File: src/rtl/pipeline_hazard_controller_if.sv
// Bundle between the hazard controller and the pipeline/fetch logic.
// master drives the per-stage requests and redirect; slave is the controller.
interface pipeline_hazard_controller_if #(
    parameter int unsigned STAGES      = 5,
    parameter int unsigned STALL_CNT_W = 16
);
    logic [STAGES-1:0]      stage_valid;
    logic [STAGES-1:0]      stage_busy;
    logic [STAGES-1:0]      hazard_stall;
    logic                   redirect_req;
    logic [31:0]            redirect_pc;
    logic                   fetch_ready;
    logic [STAGES-1:0]      stall;
    logic [STAGES-1:0]      nullify;
    logic                   load_pc;
    logic [31:0]            pc;
    logic                   redirect_accepted;
    logic                   redirect_pending;
    logic [STALL_CNT_W-1:0] stall_cycles;

    modport master (
        output stage_valid, stage_busy, hazard_stall, redirect_req, redirect_pc, fetch_ready,
        input  stall, nullify, load_pc, pc, redirect_accepted, redirect_pending, stall_cycles
    );

    modport slave (
        input  stage_valid, stage_busy, hazard_stall, redirect_req, redirect_pc, fetch_ready,
        output stall, nullify, load_pc, pc, redirect_accepted, redirect_pending, stall_cycles
    );
endinterface

File: src/rtl/pipeline_hazard_controller.sv
// Stall/flush/redirect controller for an N-stage in-order pipeline.
// Optional macro PIPELINE_DELAY_SLOT_EN keeps the branch delay slot alive on redirect.
module pipeline_hazard_controller #(
    parameter int unsigned STAGES         = 5,
    parameter int unsigned REDIRECT_STAGE = 2,
    parameter int unsigned STALL_CNT_W    = 16
) (
    input logic                         clk,
    input logic                         reset,
    pipeline_hazard_controller_if.slave bus
);

    typedef enum logic [0:0] {StIdle, StPending} state_e;

`ifdef PIPELINE_DELAY_SLOT_EN
    localparam int unsigned FlushTop = REDIRECT_STAGE - 1;
`else
    localparam int unsigned FlushTop = REDIRECT_STAGE;
`endif

    state_e                 state_q, state_d;
    logic [31:0]            pend_pc_q, pend_pc_d;
    logic [STALL_CNT_W-1:0] stall_cnt_q;

    logic [STAGES-1:0] req;
    logic [STAGES-1:0] stall_raw;
    logic [STAGES-1:0] bubble;
    logic [STAGES-1:0] flush_mask;
    logic              accept;
    logic              load_pc_raw;
    logic              pending_raw;
    logic              pending_null;
    logic [31:0]       pc_raw;

    assign req = bus.stage_busy | bus.hazard_stall;

    // Stall propagates upstream: a stage holds if it or anything below it holds.
    always_comb begin
        stall_raw = '0;
        stall_raw[STAGES-1] = req[STAGES-1];
        for (int i = int'(STAGES) - 2; i >= 0; i--) begin
            stall_raw[i] = stall_raw[i+1] | req[i];
        end
    end

    always_comb begin
        bubble = '0;
        for (int i = 0; i < int'(STAGES) - 1; i++) begin
            bubble[i+1] = stall_raw[i] & ~stall_raw[i+1];
        end
    end

    always_comb begin
        flush_mask = '0;
        for (int k = 1; k < int'(STAGES); k++) begin
            flush_mask[k] = (k <= int'(FlushTop));
        end
    end

`ifdef PIPELINE_DELAY_SLOT_EN
    // The delay slot must be fetched before the branch may leave.
    assign accept = bus.redirect_req & bus.stage_valid[REDIRECT_STAGE]
                  & bus.stage_valid[REDIRECT_STAGE-1] & ~stall_raw[REDIRECT_STAGE];
    logic unused_valid;
    assign unused_valid = ^bus.stage_valid;
`else
    assign accept = bus.redirect_req & bus.stage_valid[REDIRECT_STAGE]
                  & ~stall_raw[REDIRECT_STAGE];
    logic unused_valid;
    assign unused_valid = ^bus.stage_valid;
`endif

    always_comb begin
        state_d      = state_q;
        pend_pc_d    = pend_pc_q;
        load_pc_raw  = 1'b0;
        pending_raw  = 1'b0;
        pending_null = 1'b0;
        pc_raw       = pend_pc_q;
        unique case (state_q)
            StIdle: begin
                if (accept) begin
                    if (bus.fetch_ready) begin
                        load_pc_raw = 1'b1;
                        pc_raw      = bus.redirect_pc;
                    end else begin
                        pend_pc_d = bus.redirect_pc;
                        state_d   = StPending;
                    end
                end
            end
            StPending: begin
                // Fetch keeps producing wrong-path words until it takes the PC.
                pending_raw  = 1'b1;
                load_pc_raw  = 1'b1;
                pending_null = 1'b1;
                if (accept) begin
                    pend_pc_d = bus.redirect_pc;
                    if (bus.fetch_ready) begin
                        pc_raw = bus.redirect_pc;
                    end
                end
                if (bus.fetch_ready) begin
                    state_d = StIdle;
                end
            end
            default: state_d = StIdle;
        endcase
    end

    always_ff @(posedge clk or negedge reset) begin
        if (!reset) begin
            state_q   <= StIdle;
            pend_pc_q <= '0;
        end else begin
            state_q   <= state_d;
            pend_pc_q <= pend_pc_d;
        end
    end

    always_ff @(posedge clk or negedge reset) begin
        if (!reset) begin
            stall_cnt_q <= '0;
        end else if (stall_raw[0] && (stall_cnt_q != {STALL_CNT_W{1'b1}})) begin
            stall_cnt_q <= stall_cnt_q + {{(STALL_CNT_W-1){1'b0}}, 1'b1};
        end
    end

    // Outputs are forced to their safe values for as long as reset is held.
    always_comb begin
        bus.stall             = '0;
        bus.nullify           = {{(STAGES-1){1'b1}}, 1'b0};
        bus.load_pc           = 1'b0;
        bus.pc                = '0;
        bus.redirect_accepted = 1'b0;
        bus.redirect_pending  = 1'b0;
        if (reset) begin
            bus.stall             = stall_raw;
            bus.nullify           = bubble | (accept ? flush_mask : '0);
            bus.nullify[1]        = bus.nullify[1] | pending_null;
            bus.load_pc           = load_pc_raw;
            bus.pc                = pc_raw;
            bus.redirect_accepted = accept;
            bus.redirect_pending  = pending_raw;
        end
    end

    assign bus.stall_cycles = stall_cnt_q;

endmodule

File: src/flat_wrapper.sv
// flat-port wrapper written by rule: the top's interface ports become plain ports
module pipeline_hazard_controller_flat 
#(
    parameter int unsigned STAGES         = 5,
    parameter int unsigned REDIRECT_STAGE = 2,
    parameter int unsigned STALL_CNT_W    = 16
)
  (clk, reset, bus_stage_valid, bus_stage_busy, bus_hazard_stall, bus_redirect_req, bus_redirect_pc, bus_fetch_ready, bus_stall, bus_nullify, bus_load_pc, bus_pc, bus_redirect_accepted, bus_redirect_pending, bus_stall_cycles);
  pipeline_hazard_controller_if #(.STAGES(STAGES), .STALL_CNT_W(STALL_CNT_W)) bus_i ();
  input logic clk;
  input logic reset;
  input wire logic [$bits(bus_i.stage_valid)-1:0] bus_stage_valid;
  input wire logic [$bits(bus_i.stage_busy)-1:0] bus_stage_busy;
  input wire logic [$bits(bus_i.hazard_stall)-1:0] bus_hazard_stall;
  input wire logic [$bits(bus_i.redirect_req)-1:0] bus_redirect_req;
  input wire logic [$bits(bus_i.redirect_pc)-1:0] bus_redirect_pc;
  input wire logic [$bits(bus_i.fetch_ready)-1:0] bus_fetch_ready;
  output wire logic [$bits(bus_i.stall)-1:0] bus_stall;
  output wire logic [$bits(bus_i.nullify)-1:0] bus_nullify;
  output wire logic [$bits(bus_i.load_pc)-1:0] bus_load_pc;
  output wire logic [$bits(bus_i.pc)-1:0] bus_pc;
  output wire logic [$bits(bus_i.redirect_accepted)-1:0] bus_redirect_accepted;
  output wire logic [$bits(bus_i.redirect_pending)-1:0] bus_redirect_pending;
  output wire logic [$bits(bus_i.stall_cycles)-1:0] bus_stall_cycles;
  assign bus_i.stage_valid = bus_stage_valid;
  assign bus_i.stage_busy = bus_stage_busy;
  assign bus_i.hazard_stall = bus_hazard_stall;
  assign bus_i.redirect_req = bus_redirect_req;
  assign bus_i.redirect_pc = bus_redirect_pc;
  assign bus_i.fetch_ready = bus_fetch_ready;
  assign bus_stall = bus_i.stall;
  assign bus_nullify = bus_i.nullify;
  assign bus_load_pc = bus_i.load_pc;
  assign bus_pc = bus_i.pc;
  assign bus_redirect_accepted = bus_i.redirect_accepted;
  assign bus_redirect_pending = bus_i.redirect_pending;
  assign bus_stall_cycles = bus_i.stall_cycles;
  pipeline_hazard_controller #(.STAGES(STAGES), .REDIRECT_STAGE(REDIRECT_STAGE), .STALL_CNT_W(STALL_CNT_W)) u_core (.clk(clk), .reset(reset), .bus(bus_i));
endmodule
File: config.mk
export PLATFORM = sky130hd
export DESIGN_NAME = pipeline_hazard_controller_flat
export DESIGN_NICKNAME = d
export VERILOG_FILES = /design/src/rtl/pipeline_hazard_controller_if.sv /design/src/rtl/pipeline_hazard_controller.sv /design/src/flat_wrapper.sv
export SDC_FILE = /design/constraint.sdc
export NUM_CORES = 1
export LEC_CHECK = 0
export BUFFER_PORTS_ARGS = -buffer_cell sky130_fd_sc_hd__buf_4
export CAP_MARGIN = 10
export CORE_MARGIN = 2
export CORE_UTILIZATION = 35
export DETAILED_ROUTE_END_ITERATION = 8
export HOLD_SLACK_MARGIN = 0.08
export PLACE_DENSITY = 0.64
export SLEW_MARGIN = 15
export SYNTH_ARGS = -nofsm -noshare
export SYNTH_HDL_FRONTEND = slang
export SYNTH_SLANG_ARGS = --single-unit
File: constraint.sdc
create_clock -name clk -period 1.9 [get_ports clk]
set_clock_uncertainty 0.2 [all_clocks]
set_input_delay 0 -clock clk [delete_from_list [all_inputs] [get_ports clk]]
set_output_delay 0 -clock clk [all_outputs]
set_load 0.01 [all_outputs]
### Yosys cells after proc, flatten, opt, wreduce, memory -nomap -nowiden

Index checks and enable logic that the tools add are counted.

| cells by class | value |
|---|---|
| add/sub/neg operators | 1 |
| equality and inequality tests | 4 |
| muxes and demuxes | 20 |
| bitwise gates (word level) | 18 |
| reduce and logical (&&, ||, !) cells | 2 |

Operators by type and width:

| kind | count |
|---|---|
| 32-bit 2-to-1 mux | 6 |
| 32-bit one-hot mux with 2 select lines | 1 |
| 16-bit by 1-bit adder with 16-bit output (second input constant) | 1 |
| 16-bit inequality test (second input constant) | 1 |
| 5-bit 2-to-1 mux | 2 |
| 5-bit OR | 2 |
| 1-bit 2-to-1 mux | 8 |
| 1-bit bitwise AND | 6 |
| 1-bit NOT | 5 |
| 1-bit OR | 5 |
| 2-bit inequality test (second input constant) | 2 |
| 1-bit one-hot mux with 2 select lines | 2 |
| 3-bit 2-to-1 mux | 1 |
| 3-bit AND reduction | 1 |
| 2-bit by 1-bit inequality test with 1-bit output (second input constant) | 1 |
| 1-bit logical AND | 1 |

| storage, ports and cells | value |
|---|---|
| register bits after elaboration | 49 |
| input port bits | 51 |
| output and inout port bits | 61 |
| word-level logic and storage cells | 48 |

### Longest topological paths before layout

| depth | value |
|---|---|
| depth after elaboration | 9 |
| depth in mapped cells | 6 |
| depth with buffers taken out | 5 |

### Least setup slack after synthesis

OpenSTA, ideal clock, no wires.

| timing | value |
|---|---|
| kind | register -> register |
| from | register u_core.stall_cnt_q[8], in the netlist u_core.bus.stall_cycles[8] |
| to | register u_core.stall_cnt_q[15], in the netlist u_core.bus.stall_cycles[15] |
| setup time | 0.138 ns |
| data arrival time | 1.514 ns |
| data required time | 1.562 ns |
| setup slack | 0.048 ns |
| stages on the path, launching flop included | 6 |
| buffers on the path | 1 |
| clock period less this slack | 1.852 ns |
| cells stage by stage | dfrtp_1 nand4_1 nor4_1 clkbuf_1 nor4_1 xor2_1 |

| on the way | value |
|---|---|
| word-level cells in the longest chain between the ends | 2 |
| elaborated cells on any way between the ends | 3 |
| those cells by class | add/sub: 1; eq/ne: 1; reduce/logical: 1 |

RTL lines:

| item | line | source |
|---|---|---|
| from (decl) | pipeline_hazard_controller.sv:23 | `logic [STALL_CNT_W-1:0] stall_cnt_q;` |
| from (signal assigned) | pipeline_hazard_controller.sv:125 | `stall_cnt_q <= stall_cnt_q + {{(STALL_CNT_W-1){1'b0}}, 1'b1};` |
| branches (longest 2 deep; another with 16-bit by 1-bit adder with 16-bit output) | n/a |  |

Parallel ways; which one is timed is not known.
A chain may end at the register's enable or synchronous reset.

### Final worst setup path

| timing | value |
|---|---|
| from | register u_core.stall_cnt_q[5], in the netlist u_core.bus.stall_cycles[5] |
| to | register u_core.stall_cnt_q[15], in the netlist u_core.bus.stall_cycles[15] |

Same word-level chain as after synthesis.

==> results.yml <==
layout:
  final_cell_count_no_fill: 540
  syn_to_final_growth_pct: 58.34
  final_nets: 489
  drive_gt1_frac: 0.4224
  post-route-util: 0.5640
  num_antenna_cells: 0
global_routing:
  grt_start_max_net_pins: 67
  globalRouteTotalUtil: 0.1785
  grt_overflow: 0
  grt_pass1_wl_um: 12360
  antenna_found_initial: 0
  grt_pass1_vias: 2645
status:
  violations: "negative setup slack"
  outcome: "complete, but fails checks"
pwr:
  powerDensity_nw_per_um2: 671.2
  internal_power_uw: 2079
  p_leak_uw: 0.001977
  power.switching_uw: 816.4
  peakVddDrop_v: 0.0007205
  combPwrFrac: 0.292
  power_frac_seq: 0.444
  switching_share: 0.2820
  pwr-share-clk: 0.265
yosys:
  synth-edff-count: 0
  ys_seq_area_frac: 0.4502
  synth_flop_cell: "dfrtp_1"
  synth_cell_type_count: 37
  synth.yosys.warnings: 0
  postSynth.asyncResetShare: 1.000
  ys_seq_elements: 49
  syn_area_per_cell_um2: 9.763
  syn_area_um2: 2724
  syn-num-nets: 331
  synthCells: 279
timing:
  finalHoldViolCount: 0
  fin_ws_ps: -8.821
  setup_violations: 1
  period_share: 1.005
  slew_headroom: 0.5847
  rsz0062_at_grt: "true"
  fmax_mhz: 523.9
  finalSetupTns_ps: -8.821
  worst_pin_slew_ps: 623.0
  drv_slew: 0
  min_period_ps: 1909
hold_path:
  hold_class: "input port to async pin"
place:
  dpl.cell_count: 493
  hpwl_um: 4937
  io_buffers: 106
  place_congestion: 0.8017
  place_ws_ps: 51.60
floorplan:
  start_util: 0.3562
  row_count: 32
  die_h_um: 92.22
  fp.coreArea_um2: 7647
  ios: 112
  die-area_um2: 8505
  fp.dieW_um: 92.22
drt:
  dr.pass1.iters: 4
  ant_nets: 0
  wl_um: 7336
  vias_per_cell: 4.781
  drt_iter0_drc: 93
  wire_per_inst_um: 13.59
  vias: 2582
  drc_errors: 0
cts:
  cts_tree: "built"
  clk_path_buf_depth: 2
  clkLatencyLatePin_ps: 300
  htree_levels: 2
  clkTransAtPathRegs_ps: 90
  cts-root-buf: "clkbuf_8"
  cts_buffers: 5
  clock-sinks: 49
setup_path:
  crit_type: "register to register"
  critical_path.top_delay_family: "simple AND/OR/NAND/NOR gates"
  crit_chain: "nand4_1 -> or4_1 -> nor4_2 -> xor2_1"
  endpoint_kind: "register"
  slowest_stage: "or4_1"
  max_stage_delay_ps: 540
  cp_num_buf_inv: 0
  cp.arrival_ps: 1930
  worst-path-max-fanout: 4
  cp.required_ps: 1920
  worstSetupStartpointType: "register"
run:
  drv_cap: 0
==> cells in the mapped netlist, types with 3 or more instances <==
cell / number / area (µm²)
nand2_1: 72 / 270.3
nor2_1: 8 / 30.03
and2_1: 5 / 31.28
nor4_1: 7 / 43.79
nand4_1: 5 / 31.28
mux2_2: 33 / 371.6
o21ai_0: 3 / 15.01
dfrtp_1: 49 / 1226
clkbuf_1: 12 / 45.04
and4_1: 3 / 26.28
nand3_1: 5 / 25.02
buf_2: 3 / 15.01
nor3_1: 3 / 15.01
xor2_1: 13 / 113.9
a21boi_0: 30 / 225.2
==> power by group through the flow <==
| stage | registers [µW] | logic, µW | clock network, µW |
|---|---|---|---|
| 6_report | 1280 | 844 | 766 |
| 3_5_place_dp | 1300 | 769 | 0 |
| 3_3_place_gp | 1290 | 755 | 0 |
| 4_1_cts | 1280 | 829 | 804 |
| 5_1_grt | 1310 | 926 | 856 |
| 2_1_floorplan | 1380 | 207 | 0 |
==> sequential cells by signal (all words and copies together), names as in the netlist <==
signal and cells:
u_core.pend_pc_q 32, u_core.bus.stall_cycles 16, u_core.state_q 1
==> worst reg2reg max path: stages (launching register included) <==
cell and delay [ps]:
dfrtp_1 420, nand4_1 210, or4_1 540, nor4_2 290, xor2_1 170
==> stage by stage <==
step                      hold slack [ps]  instance area [µm²]  power [µW]
after floorplan                    -495.6                 2724        1583
after global placement             -151.9                 3771        2049
after detailed placement           -142.6                 3771        2066
after CTS                           62.61                 4248        2916
after global routing                100.3                 4313        3088
final                               49.40                 4313        2895
==> cells by family after synthesis <==
group,after synthesis,share of synthesized area
AO/OA/AOI/OAI,39,0.1052
AND/OR/NAND/NOR,123,0.2237
flip-flops,49,0.4502
other,1,0.001377
XOR/XNOR,15,0.04823
multiplexers,33,0.1364
buffers and inverters,18,0.03031
adder cells (fa/ha/maj),1,0.004593
==> final cells by class <==
class | instances | area [µm²]
timing repair buffer | 168 | 1364
tap | 102 | 127.6
clock inverter | 1 | 30.03
fill | 681 | 3334
sequential | 49 | 1226
multi-input combinational | 212 | 1475
clock buffer | 7 | 86.33
inverter | 1 | 3.754
==> placed cells by master, fill, tap and decap left out, types with 3 or more instances in the layout <==
master         netlist  layout
and4_1               3       3
and2_1               5       5
dfrtp_1             49      49
nor3_1               3       3
nand4_1              5       5
dlygate4sd3_1        0      36
nor4_1               7       4
nand3_1              5       5
o21ai_0              3       3
buf_4                1     131
mux2_2              33      33
nand2_1             72      72
nor4_2               1       4
a21boi_0            30      30
nor2_1               8       7
clkbuf_8             0       6
xor2_1              13      13
==> per-layer routing <==
metal  vias to the layer above  routed length [µm]  track usage
met5                         -                   0            0
met2                        57                3835       0.3266
met3                         6                 294      0.03533
met4                         0                  49      0.04104
met1                      1238                3157       0.2154
li1                       1281                   -            -
==> timing repair <==
| action | 4_1_cts | 5_1_grt |
|---|---|---|
| buffers inserted | 0 | 3 |
| endpoints found under the hold margin | 83 | 0 |
| hold buffers | 36 | 0 |
| setup endpoints to repair | 0 | 12 |
| gates resized for setup | 0 | 8 |
==> worst paths after layout <==
| check | start | end | slack [ps] | cells past startpoint |
|---|---|---|---|---|
| worst max-delay path | u_core.bus.stall_cycles[5]$_DFFE_PN0P_ | u_core.bus.stall_cycles[15]$_DFFE_PN0P_ | -9 | 4 |
| worst min-delay path | reset | u_core.pend_pc_q[20]$_DFFE_PN0P_ | 50 | 2 |
| worst max register to register | u_core.bus.stall_cycles[5]$_DFFE_PN0P_ | u_core.bus.stall_cycles[15]$_DFFE_PN0P_ | -9 | 4 |
| worst min register to register | u_core.pend_pc_q[24]$_DFFE_PN0P_ | u_core.pend_pc_q[24]$_DFFE_PN0P_ | 310 | 1 |
| max in group asynchronous | reset | u_core.bus.stall_cycles[3]$_DFFE_PN0P_ | 800 | 3 |
| min in group clk | bus_stage_busy[4] | bus_nullify[4] | 110 | 3 |
Note: power is estimated with default switching activity, not from simulation.
